## src/rtl/mmcm_drp_pkg.sv

```systemverilog
// mmcm_drp_pkg: shared types and constants for the MMCM DRP reconfiguration
// sequencer and its entry table.
package mmcm_drp_pkg;

  localparam int DRP_ADDR_W = 7;
  localparam int DRP_DATA_W = 16;

  typedef enum logic [2:0] {
    IDLE,
    RST_ON,
    RD_REQ,
    RD_WAIT,
    WR_REQ,
    WR_WAIT,
    NEXT,
    LOCK_WAIT
  } state_t;

  typedef struct packed {
    logic [DRP_ADDR_W-1:0] addr;
    logic [DRP_DATA_W-1:0] mask;
    logic [DRP_DATA_W-1:0] data;
  } drp_entry_t;

  // Index width for a table of n entries; a one-entry table still gets one bit.
  function automatic int idx_width(input int n);
    return (n > 1) ? $clog2(n) : 1;
  endfunction

endpackage

```

## src/rtl/mmcm_drp_reconfig_if.sv

```systemverilog
// mmcm_drp_reconfig_if: DRP port plus MMCM reset/lock between the sequencer
// (master) and the MMCME2_ADV primitive (slave).
interface mmcm_drp_reconfig_if
  import mmcm_drp_pkg::*;
();

  logic [DRP_ADDR_W-1:0] daddr;
  logic [DRP_DATA_W-1:0] di;
  logic                  den;
  logic                  dwe;
  logic [DRP_DATA_W-1:0] do_i;
  logic                  drdy;
  logic                  mmcm_rst;
  logic                  locked;

  modport master (
    output daddr, di, den, dwe, mmcm_rst,
    input  do_i, drdy, locked
  );

  modport slave (
    input  daddr, di, den, dwe, mmcm_rst,
    output do_i, drdy, locked
  );

endinterface

```

## src/rtl/mmcm_drp_reconfig.sv

```systemverilog
// mmcm_drp_reconfig: DRP read-modify-write sequencer for MMCME2_ADV.
// Holds the MMCM in reset, walks NUM_ENTRIES table entries (one RMW each),
// then releases reset and waits for LOCKED.
// Optional feature: define MMCM_DRP_TIMEOUT_EN to bound the DRDY/LOCKED waits
// by TIMEOUT_CYCLES (err pulse + abort); otherwise waits are unbounded and err=0.
module mmcm_drp_reconfig
  import mmcm_drp_pkg::*;
#(
  parameter  int NUM_ENTRIES    = 8,
  parameter  int TIMEOUT_CYCLES = 1024,
  localparam int IDX_W          = idx_width(NUM_ENTRIES)
) (
  input  logic                  clk,
  input  logic                  rst,
  input  logic                  start,
  output logic                  busy,
  output logic                  done,
  output logic                  err,
  output logic [IDX_W-1:0]      tbl_idx,
  input  logic [DRP_ADDR_W-1:0] tbl_addr,
  input  logic [DRP_DATA_W-1:0] tbl_mask,
  input  logic [DRP_DATA_W-1:0] tbl_data,
  mmcm_drp_reconfig_if.master   drp
);

  localparam logic [IDX_W-1:0] LAST_IDX = IDX_W'(NUM_ENTRIES - 1);

  state_t                r_state;
  state_t                w_next;
  logic [IDX_W-1:0]      r_idx;
  logic [DRP_DATA_W-1:0] r_rdata;
  logic [DRP_DATA_W-1:0] w_merged;
  logic                  r_done;
  logic                  w_done_set;
  logic                  w_timeout;

  assign w_merged = (r_rdata & tbl_mask) | (tbl_data & ~tbl_mask);
  assign tbl_idx  = r_idx;
  assign done     = r_done;

  // State register.
  // NOTE: non-blocking assignments so every register updates from pre-edge values.
  always_ff @(posedge clk or posedge rst) begin
    if (rst) r_state <= IDLE;
    else     r_state <= w_next;
  end

  // Next-state and DRP/MMCM outputs decoded from the current state.
  // NOTE: every output gets a default first so no path holds a value, which would infer a latch.
  always_comb begin
    w_next       = r_state;
    w_done_set   = 1'b0;
    busy         = (r_state != IDLE);
    drp.den      = 1'b0;
    drp.dwe      = 1'b0;
    drp.daddr    = '0;
    drp.di       = '0;
    drp.mmcm_rst = 1'b0;
    case (r_state)
      IDLE:      if (start) w_next = RST_ON;
      RST_ON: begin
        drp.mmcm_rst = 1'b1;
        w_next       = RD_REQ;
      end
      RD_REQ: begin
        drp.mmcm_rst = 1'b1;
        drp.den      = 1'b1;
        drp.daddr    = tbl_addr;
        w_next       = RD_WAIT;
      end
      RD_WAIT: begin
        drp.mmcm_rst = 1'b1;
        if (drp.drdy) w_next = WR_REQ;
      end
      WR_REQ: begin
        drp.mmcm_rst = 1'b1;
        drp.den      = 1'b1;
        drp.dwe      = 1'b1;
        drp.daddr    = tbl_addr;
        drp.di       = w_merged;
        w_next       = WR_WAIT;
      end
      WR_WAIT: begin
        drp.mmcm_rst = 1'b1;
        if (drp.drdy) w_next = NEXT;
      end
      NEXT: begin
        drp.mmcm_rst = 1'b1;
        w_next       = (r_idx == LAST_IDX) ? LOCK_WAIT : RD_REQ;
      end
      LOCK_WAIT: begin
        if (drp.locked) begin
          w_next     = IDLE;
          w_done_set = 1'b1;
        end
      end
      default:   w_next = IDLE;
    endcase
    // An expired wait abandons the sequence; mmcm_rst drops with the return to IDLE.
    if (w_timeout) w_next = IDLE;
  end

  // Table index: cleared on an accepted start, advanced in NEXT until the last entry.
  always_ff @(posedge clk or posedge rst) begin
    if (rst)                                   r_idx <= '0;
    else if (r_state == IDLE && start)         r_idx <= '0;
    else if (r_state == NEXT && r_idx != LAST_IDX) r_idx <= r_idx + 1'b1;
  end

  // Read-back capture and completion pulse.
  always_ff @(posedge clk or posedge rst) begin
    if (rst) begin
      r_rdata <= '0;
      r_done  <= 1'b0;
    end else begin
      if (r_state == RD_WAIT && drp.drdy) r_rdata <= drp.do_i;
      r_done <= w_done_set;
    end
  end

`ifdef MMCM_DRP_TIMEOUT_EN
  localparam int CNT_W = $clog2(TIMEOUT_CYCLES + 1);

  logic [CNT_W-1:0] r_cnt;
  logic             r_err;
  logic             w_waiting;
  logic             w_event;

  assign w_waiting = (r_state == RD_WAIT) || (r_state == WR_WAIT) || (r_state == LOCK_WAIT);
  assign w_event   = ((r_state == RD_WAIT || r_state == WR_WAIT) && drp.drdy)
                   || (r_state == LOCK_WAIT && drp.locked);
  assign w_timeout = w_waiting && !w_event && (r_cnt == CNT_W'(TIMEOUT_CYCLES - 1));
  assign err       = r_err;

  // Wait counter: restarts on every state change, counts while parked in a wait state.
  always_ff @(posedge clk or posedge rst) begin
    if (rst)                                r_cnt <= '0;
    else if (w_next != r_state || !w_waiting) r_cnt <= '0;
    else                                    r_cnt <= r_cnt + 1'b1;
  end

  // Abort pulse, coincident with the first IDLE cycle.
  always_ff @(posedge clk or posedge rst) begin
    if (rst) r_err <= 1'b0;
    else     r_err <= w_timeout;
  end
`else
  assign w_timeout = 1'b0;
  assign err       = 1'b0;
`endif

endmodule

```

## src/flat_wrapper.sv

```systemverilog
// flat-port wrapper written by rule: the top's interface ports become plain ports
module mmcm_drp_reconfig_flat import mmcm_drp_pkg::*;
#(
  parameter  int NUM_ENTRIES    = 8,
  parameter  int TIMEOUT_CYCLES = 1024,
  localparam int IDX_W          = idx_width(NUM_ENTRIES)
)
  (clk, rst, start, busy, done, err, tbl_idx, tbl_addr, tbl_mask, tbl_data, drp_daddr, drp_di, drp_den, drp_dwe, drp_mmcm_rst, drp_do_i, drp_drdy, drp_locked);
  mmcm_drp_reconfig_if drp_i ();
  input  logic clk;
  input  logic rst;
  input  logic start;
  output logic busy;
  output logic done;
  output logic err;
  output logic [IDX_W-1:0] tbl_idx;
  input  logic [DRP_ADDR_W-1:0] tbl_addr;
  input  logic [DRP_DATA_W-1:0] tbl_mask;
  input  logic [DRP_DATA_W-1:0] tbl_data;
  output wire logic [$bits(drp_i.daddr)-1:0] drp_daddr;
  output wire logic [$bits(drp_i.di)-1:0] drp_di;
  output wire logic [$bits(drp_i.den)-1:0] drp_den;
  output wire logic [$bits(drp_i.dwe)-1:0] drp_dwe;
  output wire logic [$bits(drp_i.mmcm_rst)-1:0] drp_mmcm_rst;
  input wire logic [$bits(drp_i.do_i)-1:0] drp_do_i;
  input wire logic [$bits(drp_i.drdy)-1:0] drp_drdy;
  input wire logic [$bits(drp_i.locked)-1:0] drp_locked;
  assign drp_daddr = drp_i.daddr;
  assign drp_di = drp_i.di;
  assign drp_den = drp_i.den;
  assign drp_dwe = drp_i.dwe;
  assign drp_mmcm_rst = drp_i.mmcm_rst;
  assign drp_i.do_i = drp_do_i;
  assign drp_i.drdy = drp_drdy;
  assign drp_i.locked = drp_locked;
  mmcm_drp_reconfig #(.NUM_ENTRIES(NUM_ENTRIES), .TIMEOUT_CYCLES(TIMEOUT_CYCLES)) u_core (.clk(clk), .rst(rst), .start(start), .busy(busy), .done(done), .err(err), .tbl_idx(tbl_idx), .tbl_addr(tbl_addr), .tbl_mask(tbl_mask), .tbl_data(tbl_data), .drp(drp_i));
endmodule
```

## config.mk

```make
export PLATFORM = sky130hd
export DESIGN_NAME = mmcm_drp_reconfig_flat
export DESIGN_NICKNAME = d
export VERILOG_FILES = /design/src/rtl/mmcm_drp_pkg.sv /design/src/rtl/mmcm_drp_reconfig_if.sv /design/src/rtl/mmcm_drp_reconfig.sv /design/src/flat_wrapper.sv
export SDC_FILE = /design/constraint.sdc
export NUM_CORES = 1
export LEC_CHECK = 0
export ABC_AREA = 0
export CELL_PAD_IN_SITES_DETAIL_PLACEMENT = 1
export CELL_PAD_IN_SITES_GLOBAL_PLACEMENT = 1
export CORE_MARGIN = 2
export CORE_UTILIZATION = 25
export DETAILED_ROUTE_END_ITERATION = 8
export PLACE_DENSITY_LB_ADDON = 0.2
export RECOVER_POWER = 25
export SLEW_MARGIN = 20
export SYNTH_ARGS = -nofsm -noshare
export SYNTH_HDL_FRONTEND = slang
export SYNTH_SLANG_ARGS = --single-unit
```

## constraint.sdc

```tcl
create_clock -name clk -period 1.89 [get_ports clk]
set_input_delay 0.378 -clock clk [delete_from_list [all_inputs] [get_ports clk]]
set_output_delay 0.378 -clock clk [all_outputs]
set_load 0.01 [all_outputs]
```

==> results of run 1 <==
state kept, by name (all words and copies together) (netlist names):
signal,flops
u_core.done,1
u_core.r_rdata,16
u_core.r_state,3
u_core.tbl_idx,3
cells in the mapped netlist (all sizes together):
| cell type | instances | area, um2 |
|---|---|---|
| a21oi | 4 | 20.0 |
| a221oi | 1 | 8.76 |
| a22o | 2 | 17.5 |
| and2 | 7 | 43.8 |
| and3 | 1 | 6.26 |
| and4 | 1 | 8.76 |
| and4bb | 1 | 12.5 |
| buf | 6 | 43.8 |
| conb | 1 | 3.75 |
| dfrtp | 23 | 576 |
| ha | 2 | 25.0 |
| inv | 5 | 18.8 |
| mux2 | 16 | 218 |
| mux2i | 20 | 200 |
| nand2 | 3 | 11.3 |
| nand2b | 1 | 6.26 |
| nand3b | 1 | 7.51 |
| nand4b | 1 | 23.8 |
| nor2 | 19 | 71.3 |
| nor3 | 1 | 5.00 |
| nor3b | 1 | 7.51 |
| o21ai | 1 | 5.00 |
| xnor2 | 2 | 17.5 |
repair_timing:
action	4_1_cts	5_1_grt
pin swaps	4	2
buffers inserted	5	0
endpoints found under the setup margin	27	12
gates resized for setup	53	10
power by group through the flow:
stage | clock [mW] | sequential [mW] | combinational, mW
global route | 0.350 | 0.922 | 1.81
detailed placement | 0 | 0.907 | 1.58
CTS | 0.325 | 0.887 | 1.64
floorplan | 0 | 0.874 | 0.865
global placement | 0 | 0.886 | 1.52
finish | 0.310 | 0.887 | 1.65
kinds of logic after synthesis:
| family | count (synthesis) | share of synthesized area, % |
|---|---|---|
| simple gates | 37 | 15.0 |
| mux | 36 | 30.8 |
| flops | 23 | 42.4 |
| buf+inv | 11 | 4.61 |
| compound gates | 8 | 3.78 |
| fa+ha+maj | 2 | 1.84 |
| xor+xnor | 2 | 1.29 |
| other cells | 1 | 0.276 |
cell type report:
class	count	area, um2	area share (%)
clock buffers	3	41.3	1.67
clock inverters	1	5.00	0.203
inverters	5	18.8	0.759
multi-input cells	86	748	30.3
flip-flops and latches	23	576	23.3
well taps	70	87.6	3.54
repair buffers	106	995	40.3
per-layer routing:
| metal | GRT usage (%) | routed length (um) | up-vias |
|---|---|---|---|
| met5 | 0 | 0 | - |
| met4 | 1.61 | 13 | 0 |
| met3 | 2.56 | 221 | 2 |
| met2 | 29.2 | 2450 | 45 |
| met1 | 16.4 | 1720 | 625 |
| li1 | - | - | 621 |
metrics by stage:
stage / util (%) / setup TNS (ns) / setup WS [ns] / power, mW / hold WS, ns
after floorplan: - / 0 / 0.335 / 1.74 / 0.380
after global placement: 46.3 / -0.632 / -0.0675 / 2.41 / 0.488
after detailed placement: 46.3 / -1.60 / -0.136 / 2.49 / 0.496
after CTS: 47.6 / -0.0595 / -0.0232 / 2.86 / 0.378
after global routing: 47.8 / -0.175 / -0.0430 / 3.08 / 0.523
final: 47.8 / 0 / 0.0456 / 2.85 / 0.496
worst max-delay path by stage:
stage / endpoint / cells after the start
CTS: drp_daddr[4] / 6
global placement: drp_di[12] / 4
detailed placement: drp_di[0] / 4
finish: drp_daddr[4] / 6
floorplan: drp_di[10] / 5
global route: drp_daddr[6] / 6
==> reports/qor.yml, run 1 <==
outcome:
  status: "completed"
worst_setup_path:
  cp.arrival_ns: 1.47
  path_delay_family: "buffers and inverters"
  endpoint_kind: "output pin"
  cp_num_buf_inv: 3
  cp_data_required_time_ns: 1.51
  crit_path_top_delay_cell: "dfrtp_1"
  critPathKind: "register to output pin"
  worstSetupStartpointType: "register"
  r2r_setup_slack_ns: 0.31
  startpoint: "u_core.r_state[1]"
  crit_chain: "buf_6 > xnor2_2 > nor2_4 > buf_4 > and2_1 > buf_2"
  cp_max_fo: 6
  rr_endpoint: "u_core.tbl_idx[2]"
  max_stage_delay_ns: 0.39
  r2r_start: "u_core.tbl_idx[0]"
  rr_worst_depth: 5
clocking:
  cts.path.max_buffers: 2
  cts-root-buf: "clkbuf_8"
  cts_hold_buffers: 0
  clkTransAtPathRegs_ns: 0.09
  cts_tree: "done"
  clock_latency_ns: 0.26
  cts_made_buffers: 3
  htreeDepth: 1
  numClockSinks: 23
yosys:
  seq_area_frac_synth_pct: 42.4
  netlist_instances: 120
  synthesis.nets: 182
  synth_area_um2: 1360
  ys_ff_latch: 23
  yosysUniqueCellTypes: 26
  syn_area_per_cell_um2: 11.3
  yosys_warnings: 0
die:
  die-area_um2: 6040
  die_w_um: 77.7
  initial_core_util_pct: 26.2
  core_um2: 5170
  io-pin-count: 92
  die_y_um: 77.7
  rows: 26
place:
  gp_congestion: 0.719
  dp_cells: 285
  portBuffers: 90
  hpwlAfterDp_um: 3500
  dpl_cell_area_um2: 2400
global_routing:
  grt_first_pass_wirelength_um: 7090
  grt_max_degree: 17
  grt_pass1_vias: 1446
  grt.total_usage_pct: 14.7
  antenna_found_initial: 0
  overflow: 0
sta:
  skew_ns: 0.00638
  rsz0062_at_grt: "true"
  hold_viol_final: 0
  min_period_over_period_pct: 97.6
  finalCriticalPeriod_ns: 1.84
  max_freq_mhz: 542
  setup_viol_count_final: 0
  drv_slew: 0
routing:
  via_per_inst: 4.40
  drt-wirelength-per-cell_um: 15.0
  vias: 1293
  wirelength_um: 4400
  drc: 0
  dr.first_iter.drc_count: 38
  drt_pass1_iterations: 3
  ant_nets: 0
power_and_ir_drop:
  p_seq_share_pct: 31.1
  p_sw_share_pct: 34.6
  netSwitchingPower_mw: 0.988
  clock_power_share_pct: 10.9
  power_density_nw_per_um2: 1150
  p_leak_nw: 1.21
  combPwrFrac_pct: 58.0
  p_int_mw: 1.86
  peakVddDrop_v: 0.000526
finish:
  fin_area_um2: 2470
  layout_commonest_cell: "clkdlybuf4s50_1"
  area_growth_pct: 82.0
  fillers: 573
  mostFrequentLayoutCells: "62 x clkdlybuf4s50_1, 23 x dfrtp_1, 20 x mux2i_1, 18 x nor2_1, 15 x dlygate4sd2_1"
  antenna_cells: 0
  fin_nets: 287
  drive_gt1_share_pct: 22.8
  finalNonFillerCells: 294
job:
  drv_cap: 0
worst_hold_path:
  worstHoldPathType: "primary input to async pin"
(Power assumes the default switching activity.)
==> run 2, diff against run 1 <==
- ABC_AREA: 0 -> default
==> results of run 2 <==
No change in the layout: final DEF, timing and power equal those of run 1.
==> run 3, diff against run 2 <==
- PLACE_DENSITY_LB_ADDON: 0.2 -> 0.15
==> run 3 against run 2 <==
Effect of this change: sequential share of layout area is 0.98 points higher; global-route usage increased by 0.45 points; design area decreased by 3.8%; combinational power down 6%; first-iteration DRC count is 26% lower; die area unchanged; setup slack lost 0.031 ns; power down 2.7%; non-clock buffer count is 1 lower; clock skew up 0.0044 ns; via count is 0.93% lower; count of clock-buffer cells in the layout did not move; largest power group unchanged; highest routed layer unchanged.
==> reports/qor.yml, run 3 (synthesized netlist as in run 1, its figures left out) <==
routing:
  drc: 0  # unchanged
  wirelength_um: 4320  # -1.9%
  via_per_inst: 4.37  # -0.59%
  drt-wirelength-per-cell_um: 14.7  # -1.6%
  drt_pass1_iterations: 4  # +1
  dr.first_iter.drc_count: 28  # -26%
  vias: 1281  # -0.93%
  ant_nets: 0  # unchanged
clocking:
  cts_tree: "done"
  cts_hold_buffers: 0  # unchanged
  clock_latency_ns: 0.27  # about the same
  clkTransAtPathRegs_ns: 0.09  # about the same
  cts.path.max_buffers: 2  # unchanged
  cts-root-buf: "clkbuf_8"
  cts_made_buffers: 3  # unchanged
  htreeDepth: 1  # unchanged
  numClockSinks: 23  # unchanged
worst_setup_path:
  critPathKind: "register to output pin"
  rr_endpoint: "u_core.r_rdata[7]"
  rr_worst_depth: 6  # +1
  path_common_cell: "buf_4"
  cp_num_buf_inv: 3  # unchanged
  r2r_start: "u_core.r_state[2]"
  crit_path_top_delay_cell: "dfrtp_1"
  path_delay_family: "buffers and inverters"
  endpoint_kind: "output pin"
  cp_max_fo: 3  # -3
  cp_data_required_time_ns: 1.51  # about the same
  cp.arrival_ns: 1.50  # +0.03 ns
  max_stage_delay_ns: 0.42  # +0.03 ns
  r2r_setup_slack_ns: 0.24  # -0.07 ns
  worstSetupStartpointType: "register"
  crit_chain: "buf_4 > buf_4 > and3_1 > nor2_1 > dlygate4sd2_1"
finish:
  top_register: "u_core.r_rdata"
  antenna_cells: 0  # unchanged
  register_area_um2: 577  # +0.22%
  fin_area_um2: 2380  # -3.8%
  mostFrequentLayoutCells: "62 x clkdlybuf4s50_1, 22 x dfrtp_1, 20 x mux2i_1, 17 x nor2_1, 16 x buf_2"
  drive_gt1_share_pct: 30.0  # +7.3 points
  fin_nets: 286  # -0.35%
  area_growth_pct: 75.0
  layout_commonest_cell: "clkdlybuf4s50_1"
  fillers: 583  # +1.7%
  multi_input_area_um2: 743  # -0.67%
  largest_reg_flops: 16  # unchanged
worst_hold_path:
  min_to: "u_core.r_rdata[12]"
  worstHoldStart: "u_core.r_rdata[12]"
  hold_depth: 1
  worstHoldPathType: "register to register"
sta:
  tightest_slew_ns: 0.588
  min_period_over_period_pct: 99.2  # +1.6 points
  rsz0062_at_grt: "true"
  setup_viol_count_final: 0  # unchanged
  drv_slew: 0  # unchanged
  finalCriticalPeriod_ns: 1.87  # +0.0305 ns
  hold_viol_final: 0  # unchanged
  skew_ns: 0.0107  # +0.00436 ns
  max_freq_mhz: 533  # -1.6%
  setup_slack_ns: 0.0151  # -0.0305 ns
  slew-limit-headroom_pct: 60.8
  hold_slack_ns: 0.510  # +0.0144 ns
die:
  initial_core_util_pct: 26.2  # unchanged
  io-pin-count: 92  # unchanged
  core_um2: 5170  # unchanged
  die-area_um2: 6040  # unchanged
  die_y_um: 77.7  # unchanged
  rows: 26  # unchanged
  die_w_um: 77.7  # unchanged
outcome:
  status: "completed"
global_routing:
  grt_pass1_vias: 1484  # +2.6%
  grt_first_pass_wirelength_um: 7270  # +2.6%
  overflow: 0  # unchanged
  grt.total_usage_pct: 15.1  # +0.45 points
  antenna_found_initial: 0  # unchanged
  grt_max_degree: 24  # +7
place:
  place_ws_ns: -0.107  # +0.0289 ns
  dpl_cell_area_um2: 2400  # unchanged
  hpwlAfterDp_um: 3430  # -2.1%
  portBuffers: 90  # unchanged
  gp_congestion: 0.785  # +9.1%
power_and_ir_drop:
  peakVddDrop_v: 0.000499  # -5.2%
  p_sw_share_pct: 34.9  # +0.30 points
  p_leak_nw: 1.16  # -4.0%
  power_density_nw_per_um2: 1170  # +1.2%
  p_int_mw: 1.81  # -3.1%
  clock_power_share_pct: 11.1  # +0.2 points
  netSwitchingPower_mw: 0.970  # -1.8%
  p_seq_share_pct: 33.0  # +1.9 points
  combPwrFrac_pct: 55.9  # -2.1 points
job:
  drv_cap: 0  # unchanged
## run 3: cell types whose count changed in the layout (fill, tap and decap cells not counted), sizes merged
cell           delta
clkbuf            +7
dlygate4sd2      -13
buf              +10
clkdlybuf4s15     -5
## run 3: how the worst max path moves through the flow
stage	start	endpoint	slack (ns)	depth (start not counted)
6_report	u_core.r_state[2]	drp_mmcm_rst	0.02	5
5_1_grt	u_core.r_state[2]	drp_mmcm_rst	-0.07	5
4_1_cts	u_core.r_state[1]	drp_di[1]	-0.02	6
3_5_place_dp	tbl_mask[5]	drp_di[5]	-0.11	4
3_3_place_gp	tbl_mask[14]	drp_di[14]	-0.04	4
2_1_floorplan	u_core.r_state[1]	drp_di[10]	0.33	5
## run 3: cell type report
cell class | instances | area share, %
Clock buffer | 3 | 1.74
Clock inverter | 1 | 0.211
Inverter | 5 | 0.790
Multi-Input combinational cell | 86 | 31.3
Sequential cell | 23 | 24.3
Tap cell | 70 | 3.69
Timing Repair Buffer | 105 | 38.0
## run 3: power by group through the flow
stage | clock network (mW) | logic [mW] | registers, mW
2_1_floorplan | 0 | 0.865 | 0.874
3_3_place_gp | 0 | 1.54 | 0.898
3_5_place_dp | 0 | 1.60 | 0.912
4_1_cts | 0.323 | 1.58 | 0.910
5_1_grt | 0.340 | 1.71 | 0.956
6_report | 0.309 | 1.55 | 0.915
## run 3: through the flow
step	TNS [ns]	power (mW)	cells	utilization, %
after floorplan	0	1.74	120	-
after detailed placement	-1.01	2.51	285	46.3
after global routing	-0.0682	3.00	293	45.9
after global placement	-0.544	2.43	285	46.3
final	0	2.78	293	45.9
after CTS	-0.0602	2.82	292	47.3
## run 3: routing by layer
metal / track usage (%) / wire length [um]
met1: 15.4 / 1610
met2: 30.7 / 2500
met3: 4.07 / 202
met4: 2.14 / 12
met5: 0 / 0
## run 3: worst register-to-register path, stage by stage, from the launching register on
cell	delay, ns
dfrtp_1	0.42
buf_4	0.15
buf_4	0.14
buf_4	0.16
nand4b_4	0.18
buf_12	0.18
mux2_4	0.30
## run 3: repair_timing
item / in CTS / in global routing
setup endpoints to repair: 27 / 24
pin swaps: 2 / 1
resized for setup: 74 / 28
buffers inserted: 3 / 1
cloned: 0 / 0
endpoints found under the hold margin: 0 / 0
